--- src/rtl/fetch_stage.sv ---
// Instruction fetch: drives imem_addr from the PC and assembles one- or two-word instructions (opcode + immediate).
// Single-word instructions appear one cycle after their address; two-word after two. Stall freezes everything; branch overrides stall.
module fetch_stage #(
  parameter int                ADDR_W       = 16,
  parameter int                INST_W       = 16,
  parameter logic [ADDR_W-1:0] RESET_VECTOR = '0
) (
  input  logic              clk,
  input  logic              reset,
  input  logic              stall,
  input  logic              branch,
  input  logic [ADDR_W-1:0] branch_addr,
  output logic [ADDR_W-1:0] imem_addr,
  input  logic [INST_W-1:0] imem_data,
  output logic [INST_W-1:0] instruction,
  output logic [INST_W-1:0] immediate,
  output logic [ADDR_W-1:0] pc_out,
  output logic              valid
);

  typedef enum logic {
    FETCH = 1'b0,
    IMM   = 1'b1
  } state_t;

  state_t            r_state;
  state_t            w_state_nxt;
  logic [ADDR_W-1:0] r_pc;
  logic [ADDR_W-1:0] w_pc_nxt;
  logic [ADDR_W-1:0] w_pc_inc;
  logic [ADDR_W-1:0] r_pc_out;
  logic [ADDR_W-1:0] w_pc_out_nxt;
  logic [INST_W-1:0] r_inst;
  logic [INST_W-1:0] w_inst_nxt;
  logic [INST_W-1:0] r_imm;
  logic [INST_W-1:0] w_imm_nxt;
  logic              r_valid;
  logic              w_valid_nxt;
  logic              w_two_word;

  assign w_two_word = (imem_data[INST_W-1 -: 3] == 3'b110);
  assign w_pc_inc   = r_pc + 1'b1;

  always_ff @(posedge clk) begin
    if (!reset) begin
      r_state <= FETCH;
    end else begin
      r_state <= w_state_nxt;
    end
  end

  // In IMM the word is always taken as immediate data, even if it looks like a two-word opcode.
  always_comb begin
    w_state_nxt  = r_state;
    w_pc_nxt     = r_pc;
    w_pc_out_nxt = r_pc_out;
    w_inst_nxt   = r_inst;
    w_imm_nxt    = r_imm;
    w_valid_nxt  = r_valid;
    if (branch) begin
      w_state_nxt = FETCH;
      w_pc_nxt    = branch_addr;
      w_inst_nxt  = '0;
      w_imm_nxt   = '0;
      w_valid_nxt = 1'b0;
    end else if (!stall) begin
      w_pc_nxt = w_pc_inc;
      unique case (r_state)
        FETCH: begin
          w_inst_nxt   = imem_data;
          w_imm_nxt    = '0;
          w_pc_out_nxt = r_pc;
          if (w_two_word) begin
            w_valid_nxt = 1'b0;
            w_state_nxt = IMM;
          end else begin
            w_valid_nxt = 1'b1;
          end
        end
        IMM: begin
          w_imm_nxt   = imem_data;
          w_valid_nxt = 1'b1;
          w_state_nxt = FETCH;
        end
        default: w_state_nxt = FETCH;
      endcase
    end
  end

  always_ff @(posedge clk) begin
    if (!reset) begin
      r_pc     <= RESET_VECTOR;
      r_pc_out <= '0;
      r_inst   <= '0;
      r_imm    <= '0;
      r_valid  <= 1'b0;
    end else begin
      r_pc     <= w_pc_nxt;
      r_pc_out <= w_pc_out_nxt;
      r_inst   <= w_inst_nxt;
      r_imm    <= w_imm_nxt;
      r_valid  <= w_valid_nxt;
    end
  end

  assign imem_addr   = r_pc;
  assign instruction = r_inst;
  assign immediate   = r_imm;
  assign pc_out      = r_pc_out;
  assign valid       = r_valid;

endmodule

--- config.mk ---
export PLATFORM = sky130hd
export DESIGN_NAME = fetch_stage
export DESIGN_NICKNAME = d
export VERILOG_FILES = /design/src/rtl/fetch_stage.sv
export SDC_FILE = /design/constraint.sdc
export NUM_CORES = 1
export LEC_CHECK = 0
export CORE_UTILIZATION = 40
export CTS_CLUSTER_DIAMETER = 30
export CTS_CLUSTER_SIZE = 12
export DETAILED_ROUTE_END_ITERATION = 12
export MAX_ROUTING_LAYER = met4
export PLACE_DENSITY = 0.74
export SETUP_SLACK_MARGIN = 0.1
export SYNTH_ARGS = -nofsm -noshare
export SYNTH_HDL_FRONTEND = slang
export SYNTH_SLANG_ARGS = --single-unit
--- constraint.sdc ---
create_clock -name clk -period 2.3 [get_ports clk]
set_input_delay 0.69 -clock clk [delete_from_list [all_inputs] [get_ports clk]]
set_output_delay 0.69 -clock clk [all_outputs]
set_load 0.02 [all_outputs]
==> metrics.yaml, run 1 <==
fin_total_pwr_mw: 2.64
synth-edff-count: 0
postSynth.asyncResetShare: 0
worst_clock_skew_ns: 0.00615
timing.critical_path.required_ns: 1.61
detail_route.iter0.violations: 134
cts.htree.levels: 3
max_ir_drop_vdd_uv: 483
final-hold-violation-count: 0
timing.critical_path.cells: "clkdlybuf4s50_1"
pwr_density_cell_mw_per_mm2: 657
diodes: 0
worst_setup_path_start_kind: "flip-flop"
avgViaCountPerCell: 5.19
timing.max_slew.rel_slack: 0.576
syn_inst: 309
status: "finished, final reports clean"
critical_path_arrival_ns: 1.44
initial_utilization: 0.414
synth.avg_cell_area_um2: 8.47
rsz0062_at_grt: "yes"
synth.ff_latch_count: 66
critical-path-slowest-cell: "sky130_fd_sc_hd__clkdlybuf4s50_1"
antenna_left: 0
fin_worst_setup_slack_ns: 0.172
layout_min_cycle_time_ns: 2.13
timing_max_transition_violations_final: 0
fp-row-count: 29
synth_cell_type_count: 37
synth.yosys.warnings: 0
final_layout_size_suffix_gt1_frac: 0.0898
maximum_number_of_pins_on_one_net_before_global_route_repair: 35
synth_top_cell_area_share: 0.505
setup.worst_path.class: "flip-flop to output port"
final.setup.tns_ns: 0
cts_post_setup_buffers_inserted: 0
worst_skew_pair_later_pin_latency_ns: 0.34
drt_pass1_iterations: 6
route.vias.total: 2593
post-synth-top-count-cell: "sky130_fd_sc_hd__nand2_1"
post_synth_main_area_contributors: "sky130_fd_sc_hd__dfxtp_1 51%, sky130_fd_sc_hd__nand2_1 11%, sky130_fd_sc_hd__a21oi_1 4.8%"
cell_types_with_the_highest_counts_after_synthesis: "74 x sky130_fd_sc_hd__nand2_1, 66 x sky130_fd_sc_hd__dfxtp_1, 25 x sky130_fd_sc_hd__a21oi_1"
groute.usage.overall: 0.222
cpLargestDelayFamily: "buffers and inverters"
critPathCaptureType: "output port"
min-delay-path-class: "flip-flop to flip-flop"
placedCellCount: 484
finalHoldWorstSlack_ns: 0.454
num_cts_buffers: 9
finalSetupViolCount: 0
finalWirelength_um: 7190
post_cts_hold_buffer_count: 0
gr-total-overflow: 0
fp.dieArea_mm2: 0.00687
cts.sink_count: 66
die_w_um: 82.9
slowest_delay_ns: 0.65
synth_net_count: 346
ys_dominant_reg_cell: "sky130_fd_sc_hd__dfxtp_1"
dp_hpwl_um: 4960
synth_top_area_cell: "sky130_fd_sc_hd__dfxtp_1"
maximum_capacitance_violations: 0
grt_pass1_wl_um: 12000
final_net_count: 455
path_buf_inv: 1
power_leakage_nw: 1.42
drt_drc_violations_left: 0
cp_max_fo: 6
clk_transition_reported_paths_ns: 0.07
ctsResizeCount: 0
floorplan.io_pins: 101
place_worst_setup_slack_ns: -0.122
stdcell_count: 500
netlist_area_mm2: 0.00262
floorplan.core_area_mm2: 0.00631
place.port_buffers: 100
first_global_vias: 2558
post_drt_wl_per_cell_um: 14.4
highest_clock_frequency_the_design_can_meet_mhz: 470
post_route_clock_period_utilization: 0.925
worst_max_slew_pin_slew_ns: 0.633
synth.yosys.seq_area_share: 0.505
tritoncts_clock_tree: "yes"
dieHeight_um: 82.9
gpl_wtd_cong: 0.750
syn2layout_area_growth_pct: 53.5
cts_buffer_depth: 2
grt_antenna_before_repair: 0
cts.root.buffer_cell: "sky130_fd_sc_hd__clkbuf_8"
[state kept, by name (all words and copies together), names as in the netlist]
register	flops
valid	1
pc_out	16
immediate	16
r_state	1
instruction	16
imem_addr	16
[cell families after synthesis]
logic type	synth area share
AOI/OAI and AO/OA	0.190
xor gates and xnor gates	0.0335
adders and majority gates	0.00478
buffers and inverters	0.0344
DFF	0.505
muxes	0.00383
and+or+nand+nor	0.229
[path summary, 6_finish.rpt]
kind | start | to | slack [ns] | cells past startpoint
setup reg to reg | imem_addr[0]$_SDFFE_PN0P_ | imem_addr[14]$_SDFFE_PN0P_ | 0.60 | 5
setup / recovery | imem_addr[9]$_SDFFE_PN0P_ | imem_addr[9] | 0.17 | 1
hold reg to reg | instruction[1]$_SDFFE_PP0P_ | instruction[1]$_SDFFE_PP0P_ | 0.45 | 2
hold / removal | instruction[1]$_SDFFE_PP0P_ | instruction[1]$_SDFFE_PP0P_ | 0.45 | 2
[where the power goes]
| part | switching, mW | total, mW | internal [mW] |
|---|---|---|---|
| combinational | 0.169 | 0.346 | 0.178 |
| clock | 0.437 | 1.07 | 0.637 |
| sequential | 0.0380 | 1.22 | 1.18 |
| total | 0.644 | 2.64 | 2.00 |
[area by class of cell]
class / count / area [um^2]
repair buffers: 117 / 1160
clock inverters: 5 / 77.6
well taps: 77 / 96.3
fillers: 561 / 2300
flip-flops and latches: 66 / 1320
inverters: 3 / 11.3
multi-input cells: 221 / 1210
clock buffers: 11 / 141
[routing by layer]
| layer | GRT usage | part of all wire | vias up |
|---|---|---|---|
| li1 | - | - | 1283 |
| met3 | 0.0805 | 0.085 | 19 |
| met1 | 0.265 | 0.44 | 1187 |
| met4 | 0.0987 | 0.024 | 0 |
| met5 | - | 0 | - |
| met2 | 0.335 | 0.46 | 104 |
[stage by stage]
step,util,instance area [um^2]
after floorplan,-,2620
after global placement,0.600,3790
after detailed placement,0.600,3790
after CTS,0.635,4010
after global routing,0.636,4020
final,0.636,4020
[cells in the final DEF (no fill, tap or decap), types with 3 or more instances in the layout]
| cell | Yosys | layout |
|---|---|---|
| sky130_fd_sc_hd__clkdlybuf4s50_1 | 0 | 98 |
| sky130_fd_sc_hd__nand2_1 | 74 | 74 |
| sky130_fd_sc_hd__dfxtp_1 | 66 | 65 |
| sky130_fd_sc_hd__a21oi_1 | 25 | 25 |
| sky130_fd_sc_hd__nor2_1 | 18 | 18 |
| sky130_fd_sc_hd__a21boi_0 | 16 | 16 |
| sky130_fd_sc_hd__o21ai_0 | 16 | 16 |
| sky130_fd_sc_hd__a22oi_1 | 15 | 15 |
| sky130_fd_sc_hd__buf_4 | 1 | 15 |
| sky130_fd_sc_hd__clkbuf_8 | 0 | 10 |
| sky130_fd_sc_hd__xnor2_1 | 6 | 6 |
| sky130_fd_sc_hd__nor4_1 | 4 | 4 |
| sky130_fd_sc_hd__nand3_1 | 4 | 4 |
| sky130_fd_sc_hd__nand4b_1 | 4 | 4 |
| sky130_fd_sc_hd__xor2_1 | 4 | 4 |
| sky130_fd_sc_hd__and2_1 | 4 | 4 |
| sky130_fd_sc_hd__inv_1 | 3 | 3 |
| sky130_fd_sc_hd__nand4_1 | 3 | 3 |
| sky130_fd_sc_hd__a31oi_1 | 3 | 3 |
| sky130_fd_sc_hd__nor2b_1 | 4 | 3 |
Power figures use the tool's default switching activity.
==> inputs of run 2 (changes only) <==
Settings changed: CAP_MARGIN from default to 20, CORE_UTILIZATION 40 to 44, PLACE_DENSITY 0.74 to 0.8, SETUP_SLACK_MARGIN 0.1 to 0.5.
==> metrics.yaml, run 2 (synthesis results as in run 1) <==
maximum_number_of_pins_on_one_net_before_global_route_repair: 35
drt_drc_violations_left: 0
floorplan.core_area_mm2: 0.00561
final.setup.tns_ns: 0
final-hold-violation-count: 0
cts_buffer_depth: 2
worst_clock_skew_ns: 0.00988
gr-total-overflow: 0
critical-path-slowest-cell: "sky130_fd_sc_hd__dfxtp_2"
finalWirelength_um: 7250
reg2reg_setup_slack_ns: 0.72
cts.sink_count: 66
cts.htree.levels: 3
worst_setup_path_start_kind: "flip-flop"
place.port_buffers: 100
cts_post_setup_buffers_inserted: 0
sequentialPowerShare: 0.462
regToRegStartpoint: "imem_addr[0]$_SDFFE_PN0P_"
min-delay-path-class: "flip-flop to flip-flop"
diodes: 0
timing.critical_path.to: "imem_addr[7]"
avgViaCountPerCell: 5.25
layout_min_cycle_time_ns: 1.81
worst_skew_pair_later_pin_latency_ns: 0.34
grt_antenna_before_repair: 0
antenna_left: 0
status: "finished, final reports clean"
timing.max_slew.rel_slack: 0.578
place_worst_setup_slack_ns: -0.0549
internal-power_mw: 1.96
logic_gate_share_of_total_power: 0.124
worstRegToRegCells: 6
highest_clock_frequency_the_design_can_meet_mhz: 554
timing.critical_path.required_ns: 1.61
pwr_density_cell_mw_per_mm2: 665
p_sw_mw: 0.680
critPathCaptureType: "output port"
first_global_vias: 2456
cpLargestDelayFamily: "flip-flops"
post_drt_wl_per_cell_um: 14.6
die_w_um: 79.1
finalSetupViolCount: 0
floorplan.io_pins: 101
groute.usage.overall: 0.246
critical_path_arrival_ns: 1.12
fp.dieArea_mm2: 0.00626
path_buf_inv: 1
drt_pass1_iterations: 4
power_leakage_nw: 1.66
timing.critical_path.depth: 1
clk_transition_reported_paths_ns: 0.08
clock_power_share: 0.414
num_cts_buffers: 9
placedCellCount: 480
final_layout_size_suffix_gt1_frac: 0.144
layout_commonest_cell: "sky130_fd_sc_hd__nand2_1"
layout.cells.most_common_list: "74 x sky130_fd_sc_hd__nand2_1, 60 x sky130_fd_sc_hd__dfxtp_1, 53 x sky130_fd_sc_hd__dlygate4sd2_1"
timing_max_transition_violations_final: 0
slowest_delay_ns: 0.42
final_net_count: 457
syn2layout_area_growth_pct: 51.4
timing.critical_path.cells: "dlygate4sd2_1"
stdcell_count: 497
cts.root.buffer_cell: "sky130_fd_sc_hd__clkbuf_8"
max_ir_drop_vdd_uv: 404
fp-row-count: 27
worst_max_slew_pin_slew_ns: 0.630
gpl_wtd_cong: 0.799
rsz0062_at_grt: "yes"
route.vias.total: 2611
dieHeight_um: 79.1
dp_hpwl_um: 5060
startpoint: "imem_addr[7]$_SDFFE_PN0P_"
tritoncts_clock_tree: "yes"
post_route_clock_period_utilization: 0.785
maximum_capacitance_violations: 0
initial_utilization: 0.467
grt_pass1_wl_um: 11500
setup.worst_path.class: "flip-flop to output port"
power_switching_share: 0.258
detail_route.iter0.violations: 124
fin_total_pwr_mw: 2.64
regToRegEndpoint: "imem_addr[12]$_SDFFE_PN0P_"
cp_max_fo: 7
fin_worst_setup_slack_ns: 0.494
-- run 2: cell types whose count changed in the layout (fill, tap and decap cells not counted), moves of 2 or more --
cell / previous run / this run
sky130_fd_sc_hd__clkinv_4: 0 / 2
sky130_fd_sc_hd__dfxtp_1: 65 / 60
sky130_fd_sc_hd__clkbuf_2: 0 / 6
sky130_fd_sc_hd__dlymetal6s2s_1: 2 / 0
sky130_fd_sc_hd__clkdlybuf4s15_2: 0 / 6
sky130_fd_sc_hd__clkdlybuf4s50_1: 98 / 34
sky130_fd_sc_hd__inv_6: 0 / 2
sky130_fd_sc_hd__dlygate4sd2_1: 0 / 53
sky130_fd_sc_hd__dfxtp_2: 1 / 6
sky130_fd_sc_hd__nor4_1: 4 / 1
sky130_fd_sc_hd__nor4_2: 0 / 3
-- run 2: how the worst min path moves through the flow --
stage	endpoint	slack, ns	depth (start not counted)	startpoint
floorplan	r_state$_SDFFE_PP0N_	0.48	2	r_state$_SDFFE_PP0N_
global placement	instruction[13]$_SDFFE_PP0P_	0.44	2	instruction[13]$_SDFFE_PP0P_
detailed placement	instruction[8]$_SDFFE_PP0P_	0.45	2	instruction[8]$_SDFFE_PP0P_
CTS	instruction[8]$_SDFFE_PP0P_	0.45	2	instruction[8]$_SDFFE_PP0P_
global route	instruction[5]$_SDFFE_PP0P_	0.48	2	instruction[5]$_SDFFE_PP0P_
finish	instruction[13]$_SDFFE_PP0P_	0.46	2	instruction[13]$_SDFFE_PP0P_
-- run 2: routing by layer --
metal / vias to the layer above / global-route usage / part of all wire
met5: - / - / 0
met4: 0 / 0.107 / 0.017
met3: 11 / 0.0540 / 0.065
met2: 94 / 0.411 / 0.50
met1: 1223 / 0.284 / 0.42
li1: 1283 / - / -
-- run 2: through the flow --
stage | utilization | hold WS, ns | area, um^2
after floorplan | - | 0.484 | 2620
after global placement | 0.676 | 0.441 | 3790
after detailed placement | 0.676 | 0.445 | 3790
after CTS | 0.707 | 0.454 | 3970
after global routing | 0.706 | 0.476 | 3960
final | 0.706 | 0.456 | 3960
-- run 2: cell type report --
class                      instances  area [um^2]
inverter                           3         11.3
fill                             474         1650
clock inverter                     7          100
clock buffer                       9          124
sequential                        66         1330
multi-input combinational        221         1230
tap                               72         90.1
timing repair buffer             119         1080
-- run 2: power by group through the flow --
stage          Clock, mW  Sequential, mW  Combinational, mW
6_report            1.09            1.22              0.327
5_1_grt             1.16            1.22              0.354
4_1_cts             1.10            1.22              0.330
3_5_place_dp           0            1.24              0.347
3_3_place_gp           0            1.24              0.342
2_1_floorplan          0            1.29              0.109
-- run 2: timing repair --
action / in CTS / in global routing
hold buffers: 0 / 0
gates resized for setup: 87 / 15
pin swaps: 0 / 1
setup endpoints to repair: 109 / 18
gates cloned: 1 / 0
